$ cat config.mk
export PLATFORM = sky130hd
export DESIGN_NAME = uart_report_formatter
export DESIGN_NICKNAME = d
export VERILOG_FILES = /design/src/rtl/uart_report_formatter.sv
export SDC_FILE = /design/constraint.sdc
export NUM_CORES = 1
export LEC_CHECK = 0
export ABC_AREA = 0
export CORE_MARGIN = 2
export CORE_UTILIZATION = 54
export CTS_BUF_LIST = sky130_fd_sc_hd__clkbuf_16
export DETAILED_ROUTE_END_ITERATION = 16
export PLACE_DENSITY = 0.77
export SLEW_MARGIN = 20
export SYNTH_ARGS = -nofsm -noshare
export SYNTH_HDL_FRONTEND = slang
export SYNTH_SLANG_ARGS = --single-unit
$ cat constraint.sdc
create_clock -name clk -period 2.74 [get_ports clk]
set_clock_uncertainty 0.15 [all_clocks]
set_input_delay 0.548 -clock clk [delete_from_list [all_inputs] [get_ports clk]]
set_output_delay 0.548 -clock clk [all_outputs]
set_load 0.1 [all_outputs]
$ cat src/rtl/uart_report_formatter.sv
`default_nettype none
// ============================================================================
//  Module   : uart_report_formatter
//  Brief    : Formats "V=dddd,L=d\r\n" from a sampled reading/level and feeds
//             it byte-wise to an 8N1 UART transmitter with a stop-bit gap.
//  Revision : 1.0  initial release
// ============================================================================
module uart_report_formatter #(
  parameter int CLK_FREQ   = 40_000_000,
  parameter int BAUD_RATE  = 9600,
  parameter int GAP_CYCLES = CLK_FREQ / BAUD_RATE
) (
  input  logic        clk,
  input  logic        rst,
  input  logic        send,
  input  logic [11:0] value,
  input  logic [1:0]  level,
  input  logic        tx_busy,
  output logic        ready,
  output logic        tx_start,
  output logic [7:0]  tx_data,
  output logic        done
);

  localparam int GW = (GAP_CYCLES > 1) ? $clog2(GAP_CYCLES) : 1;
  localparam logic [GW-1:0] GAP_LOAD = GW'(GAP_CYCLES - 1);
  localparam logic [3:0]    LAST_IDX = 4'd11;

  typedef enum logic [2:0] {
    S_IDLE    = 3'd0,
    S_CONV    = 3'd1,
    S_START   = 3'd2,
    S_WAIT_HI = 3'd3,
    S_WAIT_LO = 3'd4,
    S_GAP     = 3'd5,
    S_FIN     = 3'd6
  } state_t;

  state_t      state, state_nx;
  logic [11:0] residual, residual_nx;
  logic [1:0]  lvl, lvl_nx;
  logic [3:0]  d3, d3_nx, d2, d2_nx, d1, d1_nx;
  logic [1:0]  stage, stage_nx;
  logic [3:0]  idx, idx_nx;
  logic [GW-1:0] gap_cnt, gap_cnt_nx;
  logic [7:0]  data_nx;
  logic [9:0]  weight;
  logic [3:0]  idx_inc;

  // Once conversion ends the residual holds d0 in its low nibble.
  function automatic logic [7:0] report_byte(
    input logic [3:0] i,
    input logic [3:0] a, b, c, d,
    input logic [1:0] l
  );
    case (i)
      4'd0:    report_byte = 8'h56;
      4'd1:    report_byte = 8'h3D;
      4'd2:    report_byte = 8'h30 + {4'h0, a};
      4'd3:    report_byte = 8'h30 + {4'h0, b};
      4'd4:    report_byte = 8'h30 + {4'h0, c};
      4'd5:    report_byte = 8'h30 + {4'h0, d};
      4'd6:    report_byte = 8'h2C;
      4'd7:    report_byte = 8'h4C;
      4'd8:    report_byte = 8'h3D;
      4'd9:    report_byte = 8'h30 + {6'h00, l};
      4'd10:   report_byte = 8'h0D;
      default: report_byte = 8'h0A;
    endcase
  endfunction

  always_comb begin
    case (stage)
      2'd0:    weight = 10'd1000;
      2'd1:    weight = 10'd100;
      default: weight = 10'd10;
    endcase
  end

  assign idx_inc = idx + 4'd1;

  always_comb begin
    state_nx    = state;
    residual_nx = residual;
    lvl_nx      = lvl;
    d3_nx       = d3;
    d2_nx       = d2;
    d1_nx       = d1;
    stage_nx    = stage;
    idx_nx      = idx;
    gap_cnt_nx  = gap_cnt;
    data_nx     = tx_data;
    ready       = 1'b0;
    tx_start    = 1'b0;
    done        = 1'b0;
    case (state)
      S_IDLE: begin
        ready = 1'b1;
        if (send) begin
          residual_nx = value;
          lvl_nx      = level;
          d3_nx       = 4'd0;
          d2_nx       = 4'd0;
          d1_nx       = 4'd0;
          stage_nx    = 2'd0;
          idx_nx      = 4'd0;
          state_nx    = S_CONV;
        end
      end
      S_CONV: begin
        if (residual >= {2'b00, weight}) begin
          residual_nx = residual - {2'b00, weight};
          case (stage)
            2'd0:    d3_nx = d3 + 4'd1;
            2'd1:    d2_nx = d2 + 4'd1;
            default: d1_nx = d1 + 4'd1;
          endcase
        end else if (stage == 2'd2) begin
          data_nx  = report_byte(4'd0, d3, d2, d1, residual[3:0], lvl);
          state_nx = S_START;
        end else begin
          stage_nx = stage + 2'd1;
        end
      end
      S_START: begin
        tx_start = 1'b1;
        state_nx = S_WAIT_HI;
      end
      S_WAIT_HI: begin
        if (tx_busy) state_nx = S_WAIT_LO;
      end
      S_WAIT_LO: begin
        if (!tx_busy) begin
          gap_cnt_nx = GAP_LOAD;
          state_nx   = S_GAP;
        end
      end
      S_GAP: begin
        if (gap_cnt != '0) begin
          gap_cnt_nx = gap_cnt - 1'b1;
        end else if (idx == LAST_IDX) begin
          state_nx = S_FIN;
        end else begin
          // Next byte is loaded here so tx_data is already valid in START.
          idx_nx   = idx_inc;
          data_nx  = report_byte(idx_inc, d3, d2, d1, residual[3:0], lvl);
          state_nx = S_START;
        end
      end
      S_FIN: begin
        done     = 1'b1;
        state_nx = S_IDLE;
      end
      default: state_nx = S_IDLE;
    endcase
  end

  always_ff @(posedge clk) begin
    if (rst) begin
      state    <= S_IDLE;
      residual <= '0;
      lvl      <= '0;
      d3       <= '0;
      d2       <= '0;
      d1       <= '0;
      stage    <= '0;
      idx      <= '0;
      gap_cnt  <= '0;
      tx_data  <= 8'h00;
    end else begin
      state    <= state_nx;
      residual <= residual_nx;
      lvl      <= lvl_nx;
      d3       <= d3_nx;
      d2       <= d2_nx;
      d1       <= d1_nx;
      stage    <= stage_nx;
      idx      <= idx_nx;
      gap_cnt  <= gap_cnt_nx;
      tx_data  <= data_nx;
    end
  end

endmodule
`default_nettype wire

==> results by group <==
Power
  • Pwr Total: 2.62 mW
  • Peak VDD IR: 416 µV
  • P_leak: 1.76 nW
  • PwrDens: 548 mW/mm²

Floorplanning
  • Die W: approximately 89 µm
  • Core area: a little under 0.007 mm²
  • Initial core utilization: 0.564
  • Die Area: 0.00787 mm²
  • Top Ports: 29
  • Die Y: 88.7 µm
  • Row count: 30

Clock tree
  • Clk_lat worst skew: 0.30 ns
  • Root Driver: clkbuf_16
  • Worst-path clk slew: ~0.080 ns
  • Cts hold-fix bufs: 0
  • CTS sink count: 55
  • CTS max path bufs: 2
  • H-tree depth: 2
  • CTS tree: yes
  • CTS buffer count: 5

Worst setup path
  • Crit-path cells: inv_4 > ha_4 > inv_2 > ha_4 > nand3_1 > or4_4 > o21ai_4 > buf_4 > o31a_4 > a31oi_1 > a311oi_2
  • Reg-to-reg critical path startpoint: stage[1]
  • Crit path required time: 2.80 ns
  • Startpoint types: flop
  • WP buf/inv: 3
  • CP arrival: ~2.8 ns
  • Slowest cell on the critical path: or4_4
  • Critical path type: reg2reg
  • Worst setup path start: stage[1]
  • Cell family with most CP delay: compound AO/OA/AOI/OAI gates
  • CP dominant cell by count: ha_4
  • CP Max Fanout: 12
  • Slowest stage delay, CP: 0.51 ns
  • Setup crit end kind: flop

Finish
  • Final Non-Filler Cells: 635
  • Nets: 575
  • Area grow syn2layout: 23.3%
  • Fill cells: 548
  • N_diodes: 0
  • Fin util: 0.696
  • Layout cell share with drive strength beyond 1: 0.189

Timing
  • Final setup margin: -0.0329 ns
  • Slew HR: 0.574
  • FMAX: about 360 MHz
  • Setup TNS Final: -0.0329 ns
  • Final hold violations: 0
  • Setup violations, final: 1
  • Max Slew Vio Count: 0
  • Final worst path period share: 1.01
  • RSZ-0062 raised after global routing: yes
  • Worst-margin pin slew: 0.639 ns
  • Fin crit period: 2.77 ns

Job
  • Maxcap violations: 0

Yosys
  • Most used DFF post-synth: dfxtp_1
  • FFs w/ async S/R, synth: 0
  • Synth Area per Inst: 7.83 µm²
  • Number of synthesized register bits: 55
  • Post-synthesis sequential area ratio: 0.284
  • Post-synthesis cell type count: 78
  • Syn Inst Count: 495
  • Ys Warns: 0
  • Syn nets: 532
  • Synth Cell Area: 0.00388 mm²
  • Post-synth EDFFs: 0

GRT
  • Congestion Overflow GR: 0
  • Initial antenna violation count: 0
  • GRT Total Usage: 0.283
  • Largest net degree at the start of global routing: 43
  • Number of global-route vias before repair: 3661
  • First-pass GRT wire length: 17800 µm

Worst hold path
  • Worst hold start: lvl[0]
  • Worst hold path type: reg2reg

Drt
  • Final WL: 11300 µm
  • Max Used Layer: met4
  • Drt pass-1 iters: 5
  • Drt wl/cell: 17.8 µm
  • Met1 wire length: 4980 µm
  • Final antenna-violating net count: 0
  • DRT iter0 DRCs: 397
  • Via Count: ~4100
  • Metal3 WL: 711 µm
  • DRC violations left: 0
  • Number of vias per cell: 6.43
  • Met2 WL: 5270 µm

Placed design
  • HPWL Detailed: 7640 µm
  • Port bufs: 27
  • Pre-CTS WS: -0.0572 ns
  • Final GP Congestion: about 0.91
  • Inst Count DP: 623

Status
  • Failing checks: setup timing
  • Outcome: complete, but fails checks
worst paths after layout:
path / end / depth (start not counted) / slack (ns)
min: lvl[0] / 2 / 0.33
min reg2reg: lvl[0] / 2 / 0.33
max: d3[2] / 11 / -0.03
max reg2reg: d3[2] / 11 / -0.03
layout by cell type (no fill, tap or decap), types with 8 or more instances in the layout:
master,instances
nor3_1,13
o211ai_1,8
o21ai_0,28
buf_4,50
a211oi_1,12
ha_1,10
nand2_1,50
nand3_1,14
a21oi_1,42
nor2_1,45
xor2_1,11
inv_1,14
clkdlybuf4s50_1,17
o21a_1,8
dfxtp_1,53
cell families after synthesis:
logic type | count (synthesis) | share of synthesized area
buffers and inverters | 51 | 0.0600
other | 1 | 0.000967
multiplexers | 4 | 0.0110
adder cells (fa/ha/maj) | 19 | 0.0632
AND/OR/NAND/NOR | 183 | 0.238
AO/OA/AOI/OAI | 166 | 0.306
XOR/XNOR | 16 | 0.0361
flip-flops | 55 | 0.284
cell type report:
cell class,count,area (µm²),share of cell area
repair buffers,69,586,0.122
multi-input cells,389,2720,0.569
clock inverters,3,47.5,0.00994
inverters,18,75.1,0.0157
well taps,96,120,0.0251
clock buffers,5,125,0.0262
flip-flops and latches,55,1110,0.231
power by group:
part           leakage [nW]  internal, mW  switching (mW)
clock                0.0844         0.437           0.316
combinational          1.23         0.394           0.557
sequential            0.448         0.850          0.0661
stage by stage:
step	instance area [µm²]	hold WS, ns
floorplan	3890	0.286
global placement	4400	0.301
detailed placement	4400	0.314
CTS	4610	0.325
global route	4780	0.344
finish	4780	0.328
flip-flops by register name, indices dropped and copies added, names as in the netlist:
register / flops
gap_cnt: 13
residual: 12
tx_data: 7
d1: 4
d2: 4
d3: 4
idx: 4
state: 3
lvl: 2
stage: 2
synth_stat cells, types with 4 or more instances:
master	instances	share of area
xnor2_1	5	0.011
buf_2	7	0.0090
xor2_1	11	0.025
nor2_1	46	0.045
a311oi_1	7	0.016
nand2_1	50	0.048
inv_1	18	0.017
o21a_1	8	0.015
ha_1	18	0.058
nand3_1	15	0.019
o32ai_1	5	0.011
buf_4	4	0.0077
nand3b_1	4	0.0077
a31oi_1	6	0.0097
dfxtp_1	55	0.28
o21ai_0	28	0.036
nor3_1	15	0.019
clkbuf_1	19	0.018
nand2b_1	4	0.0065
and3_1	6	0.0097
nand4_1	6	0.0097
a21oi_1	42	0.054
nor2b_1	6	0.0097
nor4_1	4	0.0065
a211oi_1	13	0.025
or3_1	5	0.0081
o211ai_1	8	0.015
routing by layer:
metal | global-route usage | up-vias
met5 | 0 | -
met4 | 0.0813 | 0
met3 | 0.0392 | 42
met2 | 0.453 | 201
met1 | 0.397 | 1902
li1 | - | 1941
tightest hold or removal path: stages, from the launching register on:
cell and delay, ns:
dfxtp_1 0.32, nand2_1 0.05, a21oi_1 0.06
what timing repair did:
action                     CTS  global route
buffers inserted             1             3
setup endpoints to repair   16            32
gates resized for setup      4            28
pin swaps                    1             9
Note: power is estimated with default switching activity, not from simulation.
